File: src/rtl/traffic_phase_scheduler_pkg.sv
// Shared state codes, light codes and default
// phase durations for the intersection scheduler.
package traffic_phase_scheduler_pkg;

  typedef enum logic [2:0] {
    ST_INIT   = 3'd0,
    ST_A_GRN  = 3'd1,
    ST_A_YEL  = 3'd2,
    ST_ARED_B = 3'd3,
    ST_B_GRN  = 3'd4,
    ST_B_YEL  = 3'd5,
    ST_ARED_A = 3'd6
  } state_e;

  localparam logic [1:0] LT_RED = 2'b00;
  localparam logic [1:0] LT_YEL = 2'b01;
  localparam logic [1:0] LT_GRN = 2'b10;

  localparam logic [7:0] DEF_GREEN_T  = 8'h30;
  localparam logic [7:0] DEF_YELLOW_T = 8'h05;
  localparam logic [7:0] DEF_ALLRED_T = 8'h02;
  localparam logic [3:0] DEF_GAP_CYC  = 4'd8;

  // {A_Light, B_Light} shown while in state s
  function automatic logic [3:0] lights_of(
    input state_e s
  );
    case (s)
      ST_A_GRN: lights_of = {LT_GRN, LT_RED};
      ST_A_YEL: lights_of = {LT_YEL, LT_RED};
      ST_B_GRN: lights_of = {LT_RED, LT_GRN};
      ST_B_YEL: lights_of = {LT_RED, LT_YEL};
      default:  lights_of = {LT_RED, LT_RED};
    endcase
  endfunction

endpackage

File: src/rtl/tsched_gap_timer.sv
// Saturating gap-out cycle counter; hit while
// the count sits at LIMIT.
module tsched_gap_timer
  import traffic_phase_scheduler_pkg::*;
#(
  parameter logic [3:0] LIMIT = DEF_GAP_CYC
) (
  input  logic i_clk,
  input  logic i_rst_n,
  input  logic i_clr,
  input  logic i_inc,
  output logic o_hit
);

  logic [3:0] r_cnt;

  // Clear has priority; count up until LIMIT
  always_ff @(posedge i_clk or negedge i_rst_n) begin
    if (!i_rst_n) begin
      r_cnt <= 4'd0;
    end else if (i_clr) begin
      r_cnt <= 4'd0;
    end else if (i_inc && (r_cnt < LIMIT)) begin
      r_cnt <= r_cnt + 4'd1;
    end
  end

  assign o_hit = (r_cnt == LIMIT);

endmodule

File: src/rtl/traffic_phase_scheduler.sv
// Two-road phase sequencer driving the BCD counter pair.
// Option: TSCHED_EXTEND_EN enables up to 2 green extensions.
module traffic_phase_scheduler
  import traffic_phase_scheduler_pkg::*;
#(
  parameter logic [7:0] GREEN_T  = DEF_GREEN_T,
  parameter logic [7:0] YELLOW_T = DEF_YELLOW_T,
  parameter logic [7:0] ALLRED_T = DEF_ALLRED_T,
  parameter logic [3:0] GAP_CYC  = DEF_GAP_CYC
) (
  input  logic       CLK,
  input  logic       R,
  input  logic       A_Traffic,
  input  logic       B_Traffic,
  input  logic       MAN,
  input  logic       MAN_A,
  input  logic       cnt_zero,
  output logic       ld,
  output logic [3:0] ld_msb,
  output logic [3:0] ld_lsb,
  output logic [1:0] A_Light,
  output logic [1:0] B_Light,
  output logic [2:0] phase
);

  state_e     r_state;
  logic       r_ld;
  logic [7:0] r_ld_val;
  logic [3:0] r_lt;
  logic       r_armed;
  logic       r_man_q;

  state_e     w_nx;
  state_e     w_yel;
  logic       w_on_a;
  logic       w_green;
  logic       w_own;
  logic       w_oth;
  logic       w_sel_own;
  logic       w_tmo;
  logic       w_man_fall;
  logic       w_ext_ok;
  logic       w_reload;
  logic       w_chg;
  logic       w_ld;
  logic [7:0] w_dur;
  logic       w_gap_inc;
  logic       w_gap_clr;
  logic       w_gap_hit;

`ifdef TSCHED_EXTEND_EN
  logic [1:0] r_ext;

  // Extensions granted in the current green
  always_ff @(posedge CLK or negedge R) begin
    if (!R) begin
      r_ext <= 2'd0;
    end else if (w_chg) begin
      r_ext <= 2'd0;
    end else if (w_reload && !w_man_fall) begin
      r_ext <= r_ext + 2'd1;
    end
  end
`endif

  // Next phase, load request and load value
  always_comb begin
    w_on_a     = (r_state == ST_A_GRN);
    w_green    = w_on_a || (r_state == ST_B_GRN);
    w_own      = w_on_a ? A_Traffic : B_Traffic;
    w_oth      = w_on_a ? B_Traffic : A_Traffic;
    w_sel_own  = w_on_a ? MAN_A : ~MAN_A;
    w_tmo      = r_armed & cnt_zero;
    w_man_fall = r_man_q & ~MAN;
    w_yel      = ST_B_YEL;
    if (w_on_a) w_yel = ST_A_YEL;
`ifdef TSCHED_EXTEND_EN
    w_ext_ok = w_own & ~w_oth & (r_ext != 2'd2);
`else
    w_ext_ok = 1'b0;
`endif
    w_nx     = r_state;
    w_reload = 1'b0;
    unique case (r_state)
      ST_INIT: w_nx = ST_A_GRN;
      ST_A_GRN, ST_B_GRN: begin
        if (MAN) begin
          if (!w_sel_own) w_nx = w_yel;
        end else if (w_man_fall) begin
          w_reload = 1'b1;
        end else if (w_tmo) begin
          if (w_ext_ok) w_reload = 1'b1;
          else          w_nx = w_yel;
        end else if (w_gap_hit) begin
          w_nx = w_yel;
        end
      end
      ST_A_YEL: if (w_tmo) w_nx = ST_ARED_B;
      ST_B_YEL: if (w_tmo) w_nx = ST_ARED_A;
      ST_ARED_B: begin
        if (w_tmo) begin
          if (MAN && MAN_A) w_nx = ST_A_GRN;
          else              w_nx = ST_B_GRN;
        end
      end
      ST_ARED_A: begin
        if (w_tmo) begin
          if (MAN && !MAN_A) w_nx = ST_B_GRN;
          else               w_nx = ST_A_GRN;
        end
      end
      default: w_nx = ST_ARED_A;
    endcase
    w_chg = (w_nx != r_state);
    w_ld  = w_chg | w_reload;
    case (w_nx)
      ST_A_GRN, ST_B_GRN: w_dur = GREEN_T;
      ST_A_YEL, ST_B_YEL: w_dur = YELLOW_T;
      default:            w_dur = ALLRED_T;
    endcase
    w_gap_inc = w_green & ~w_own & w_oth;
    w_gap_clr = ~w_gap_inc | w_ld;
  end

  tsched_gap_timer #(
    .LIMIT (GAP_CYC)
  ) u_gap (
    .i_clk   (CLK),
    .i_rst_n (R),
    .i_clr   (w_gap_clr),
    .i_inc   (w_gap_inc),
    .o_hit   (w_gap_hit)
  );

  // Phase state register
  always_ff @(posedge CLK or negedge R) begin
    if (!R) r_state <= ST_INIT;
    else    r_state <= w_nx;
  end

  // Registered outputs, arming and MAN history
  always_ff @(posedge CLK or negedge R) begin
    if (!R) begin
      r_ld     <= 1'b0;
      r_ld_val <= 8'h00;
      r_lt     <= {LT_RED, LT_RED};
      r_armed  <= 1'b0;
      r_man_q  <= 1'b0;
    end else begin
      r_ld    <= w_ld;
      if (w_ld) r_ld_val <= w_dur;
      r_lt    <= lights_of(w_nx);
      r_armed <= ~w_ld;
      r_man_q <= MAN;
    end
  end

  assign ld      = r_ld;
  assign ld_msb  = r_ld_val[7:4];
  assign ld_lsb  = r_ld_val[3:0];
  assign A_Light = r_lt[3:2];
  assign B_Light = r_lt[1:0];
  assign phase   = r_state;

endmodule

File: config.mk
export PLATFORM = sky130hd
export DESIGN_NAME = traffic_phase_scheduler
export DESIGN_NICKNAME = d
export VERILOG_FILES = /design/src/rtl/traffic_phase_scheduler_pkg.sv /design/src/rtl/tsched_gap_timer.sv /design/src/rtl/traffic_phase_scheduler.sv
export SDC_FILE = /design/constraint.sdc
export NUM_CORES = 1
export LEC_CHECK = 0
export CORE_MARGIN = 2
export CORE_UTILIZATION = 49
export CTS_CLUSTER_SIZE = 14
export DETAILED_ROUTE_END_ITERATION = 10
export PLACE_DENSITY = 0.79
export SYNTH_ARGS = -nofsm -noshare
export SYNTH_HDL_FRONTEND = slang
export SYNTH_SLANG_ARGS = --single-unit
File: constraint.sdc
create_clock -name CLK -period 3.03 [get_ports CLK]
set_input_delay 0.606 -clock CLK [delete_from_list [all_inputs] [get_ports CLK]]
set_output_delay 0.606 -clock CLK [all_outputs]
set_load 0.02 [all_outputs]
---- Word level (Yosys, flattened, before mapping) ----
Index checks and enable logic that the tools add are counted.
storage, ports and cells
  bits in writable memories ............... 0
  flip-flop bits (word level) ............. 22
  bits in read-only memories .............. 0
  bits in latches ......................... 0
  memories kept ........................... 0
  word-level logic and storage cells ...... 65
operators by class
  mux-type cells .......................... 23
  $mul .................................... 0
  eq/ne operators ......................... 12
  $add $sub $neg .......................... 1
  order comparisons ....................... 1
  divide/modulo/power cells ............... 0
  bitwise operators ....................... 11
  shift-type cells ........................ 0
  reductions and logical operators ........ 10
operator list
  kind                                                              count
  3-bit two-way mux                                                 12
  3-bit case mux with 6 select lines                                1
  4-bit case mux with 4 select lines                                1
  3-bit == test (second input constant)                             5
  6-bit case mux with 2 select lines                                1
  3-bit by 2-bit == test with 1-bit output (second input constant)  3
  4-bit two-way mux                                                 2
  3-bit by 1-bit == test with 1-bit output (second input constant)  2
  1-bit two-way mux                                                 6
  2-bit OR reduction                                                3
  1-bit inverter                                                    5
  4-bit by 1-bit adder with 4-bit output (second input constant)    1
  1-bit bitwise AND                                                 4
  4-bit == test (second input constant)                             1
  4-bit < comparator (second input constant)                        1
  1-bit logical AND                                                 3
  3-bit zero test                                                   1
  3-bit inequality test                                             1
  1-bit OR                                                          2
  2-bit nonzero test                                                1
  1-bit zero test                                                   1
  1-bit logical OR                                                  1

---- Logic depth before layout (Yosys ltp) ----
  depth after elaboration ................. 11
  gate-level depth with buffers ........... 7
  depth with buffers taken out ............ 7

---- By module ----
From an unflattened synthesis, not the netlist that was laid out.
second synthesis, totals
  cells, all modules ...................... 104
  area, all modules ....................... 1031.0 um^2
modules (own cells, without submodules)
  module                   seq. area each (um^2)  cells each  instances  area an instance (um^2)
  traffic_phase_scheduler  325.3                  84          1          818.3
  tsched_gap_timer         100.1                  20          1          212.7

---- Worst setup path after synthesis ----
Ideal clock, no wire load.
  kind .................................... input to register
  from .................................... input port MAN
  to ...................................... register r_lt[1]
  stages on the path ...................... 5
  arrival time ............................ 1.877 ns
  setup time .............................. 0.072 ns
  slack ................................... 1.080 ns
  cell sequence ........................... mux2_4 > a311oi_4 > nor3_2 > or4_4 > nor2_1
between the ends
  cells in the longest elaborated chain, start to end .. 7
  elaborated cells on any way between the ends .. 16
RTL lines
  element                                      line                               source
  start: declaration                           traffic_phase_scheduler.sv:15      input logic MAN,
  1-bit inverter                               traffic_phase_scheduler.sv:74      w_man_fall = r_man_q & ~MAN;
  1-bit bitwise AND                            traffic_phase_scheduler.sv:74
  3-bit two-way mux                            traffic_phase_scheduler.sv:89      end else if (w_man_fall) begin
  3-bit two-way mux                            traffic_phase_scheduler.sv:87      if (MAN) begin
  3-bit case mux with 6 select lines (*)       traffic_phase_scheduler.sv:84      unique case (r_state)
  net w_nx[0]                                  traffic_phase_scheduler.sv:33      state_e w_nx;
  3-bit == test, or another cell as far along  traffic_phase_scheduler_pkg.sv:28  case (s)
  4-bit case mux with 4 select lines (*)       traffic_phase_scheduler_pkg.sv:28
  end signal: assignment                       traffic_phase_scheduler.sv:146     r_lt <= {LT_RED, LT_RED};
  end signal: assignment                       traffic_phase_scheduler.sv:152     r_lt <= lights_of(w_nx);
  end: declaration                             traffic_phase_scheduler.sv:29      logic [3:0] r_lt;
The timed path passes the listed nets; every way through them passes the cells marked *.
A chain may end at the register's enable or synchronous reset.

---- Final worst setup path ----
Ends and elaborated chain as after synthesis.

==> flow_metrics.env <==
export IMPL_layout_commonest_cell="clkdlybuf4s50_1"
export IMPL_die_h_um=48.43
export IMPL_powerDensity_nw_per_um2=1023
export IMPL_fin_hold_ws_ns=0.5648
export IMPL_drt_pass1_iter_count=4
export IMPL_h_tree_depth=1
export IMPL_finalNonFillerCells=144
export IMPL_grt_max_degree=18
export IMPL_clk_pin_slew_ns=0.10
export IMPL_crit_type="primary input to flop"
export IMPL_grt_antenna_before_repair=0
export IMPL_die_area_um2=2345
export IMPL_setup_tns_final_ns=0
export IMPL_ys_seq_area_frac=0.4398
export IMPL_synth_cells=99
export IMPL_ctsResizeCount=0
export IMPL_grt_usage=0.1977
export IMPL_grt_pass1_vias=778
export IMPL_synth_seq_cells=17
export IMPL_start_util=0.5086
export IMPL_grt_pass1_wl_um=3636
export IMPL_synth_edf_count=0
export IMPL_synth_top_flop_cell="dfrtp_1"
export IMPL_postSynthAreaPerCell_um2=9.769
export IMPL_num_rows=16
export IMPL_initialDrtViolationCount=19
export IMPL_synthDistinctLibCells=39
export IMPL_cts_hold_buffers=0
export IMPL_hpwl_um=1608
export IMPL_mostFrequentLayoutCells="19 x clkdlybuf4s50_1, 17 x dfrtp_1, 11 x nor2_1, 8 x inv_1, 7 x nand2_1"
export IMPL_drcViolationCount=0
export IMPL_async_flop_share=1.000
export IMPL_vias=798
export IMPL_fin_ws_ns=0.5987
export IMPL_syn_cell_area_um2=967.2
export IMPL_period_share=0.8024
export IMPL_slew_headroom=0.4900
export IMPL_fill_cells=177
export IMPL_nets=127
export IMPL_drive_gt1_frac=0.09402
export IMPL_avgRoutedWirePerCell_um=14.59
export IMPL_hold_viol_final=0
export IMPL_crit_arrival_ns=2.66
export IMPL_dieWidth_um=48.43
export IMPL_clockBufferDepth=2
export IMPL_area_growth_pct=21.86
export IMPL_endpoint_kind="flop"
export IMPL_cp_max_fo=9
export IMPL_setup_viol=0
export IMPL_clk_root_buffer_cell="clkbuf_4"
export IMPL_clkSinkCount=17
export IMPL_critPathLaunchType="primary input"
export IMPL_insertion_delay_ns=0.29
export IMPL_design_area_um2=1179
export IMPL_finalPower_mw=1.205
export IMPL_fin_worst_skew_ns=0.002784
export IMPL_pre_cts_slack_ns=0.2858
export IMPL_drv_cap=0
export IMPL_cts_setup_buffers=0
export IMPL_numCtsBuffers=3
export IMPL_yosys_warnings=0
export IMPL_tightest_slew_ns=0.7626
export IMPL_final_core_util=0.6197
export IMPL_antenna_left=0
export IMPL_routabilityCongestion=0.9103
export IMPL_period_minus_slack_ns=2.431
export IMPL_hold_path_class="flop to flop"
export IMPL_dp_cells=140
export IMPL_via_per_inst=5.542
export IMPL_num_antenna_cells=0
export IMPL_status="finished, final reports clean"
export IMPL_fmax_ghz=0.4113
export IMPL_worstPathRequired_ns=3.26
export IMPL_final_max_slew_viol_count=0
export IMPL_rsz0062_at_grt="false"
export IMPL_ir_drop_mv=0.7722
export IMPL_cts_tree="built"
export IMPL_overflow=0
export IMPL_routed_wl_um=2101
export IMPL_place_port_buffers=19
export IMPL_core_area_um2=1902
export IMPL_dpl_cell_area_um2=1151
export IMPL_io_pins=23
export IMPL_power_leakage_nw=0.5002
==> final timing paths <==
path / from / endpoint / slack [ns] / cells after the start
max: MAN / r_lt[1] / 0.60 / 6
min: r_ld_val[2] / r_ld_val[2] / 0.56 / 1
max reg2reg: phase[2] / r_ld_val[2] / 0.92 / 5
min reg2reg: r_ld_val[2] / r_ld_val[2] / 0.56 / 1
max in group asynchronous: R / r_man_q / 1.80 / 1
min in group asynchronous: R / r_lt[2] / 0.75 / 1
==> routing by layer <==
layer,share of wire,GRT usage
met2,0.48,0.3333
met5,0,0
met1,0.46,0.2611
met3,0.050,0.04321
met4,0.0095,0.04762
==> worst max-delay path: stages <==
cell and delay (ns):
clkdlybuf4s50_1 0.64, mux2_4 0.35, a311oi_4 0.32, nor3_2 0.08, or4_4 0.54, nor2_1 0.12
==> sequential cells by signal, summed over array words and instances, names as in the netlist <==
| signal | flops |
|---|---|
| r_lt | 4 |
| phase | 3 |
| r_ld_val | 3 |
| ld | 1 |
| u_gap.r_cnt | 4 |
| r_armed | 1 |
| r_man_q | 1 |
==> area by class of cell <==
type	instances	area, µm²	share of cell area
tap	27	33.78	0.02866
inverter	8	30.03	0.02548
clock inverter	1	5.005	0.004246
sequential	17	425.4	0.3609
multi-input combinational	69	471.7	0.4002
timing repair buffer	19	190.2	0.1614
clock buffer	3	22.52	0.01911
==> Yosys cell counts (2+ instances only) <==
cell type,instances,area (µm²)
ha_1,2,25.02
nand2b_1,3,18.77
dfrtp_1,17,425.4
o211ai_1,2,15.01
a31oi_1,3,18.77
o31ai_1,4,30.03
nor2_1,11,41.29
buf_2,2,10.01
nand2_1,7,26.28
nor2b_1,2,12.51
inv_1,8,30.03
mux2i_1,2,20.02
a21oi_1,4,20.02
buf_4,5,37.54
nand4_1,2,12.51
o21ai_0,2,10.01
==> cells by family after synthesis <==
family,share of synthesized area
mux,0.04786
buf+inv,0.08021
fa+ha+maj,0.02587
xor+xnor,0.01811
flops,0.4398
compound gates,0.1928
other cells,0.003877
simple gates,0.1915
==> power breakdown <==
group          leakage, nW  switching [mW]  internal (mW)
Combinational        0.267           0.363          0.306
Sequential           0.216           0.106          0.309
Clock               0.0177          0.0727         0.0491
Total                0.500           0.542          0.664
(Power assumes the default switching activity.)
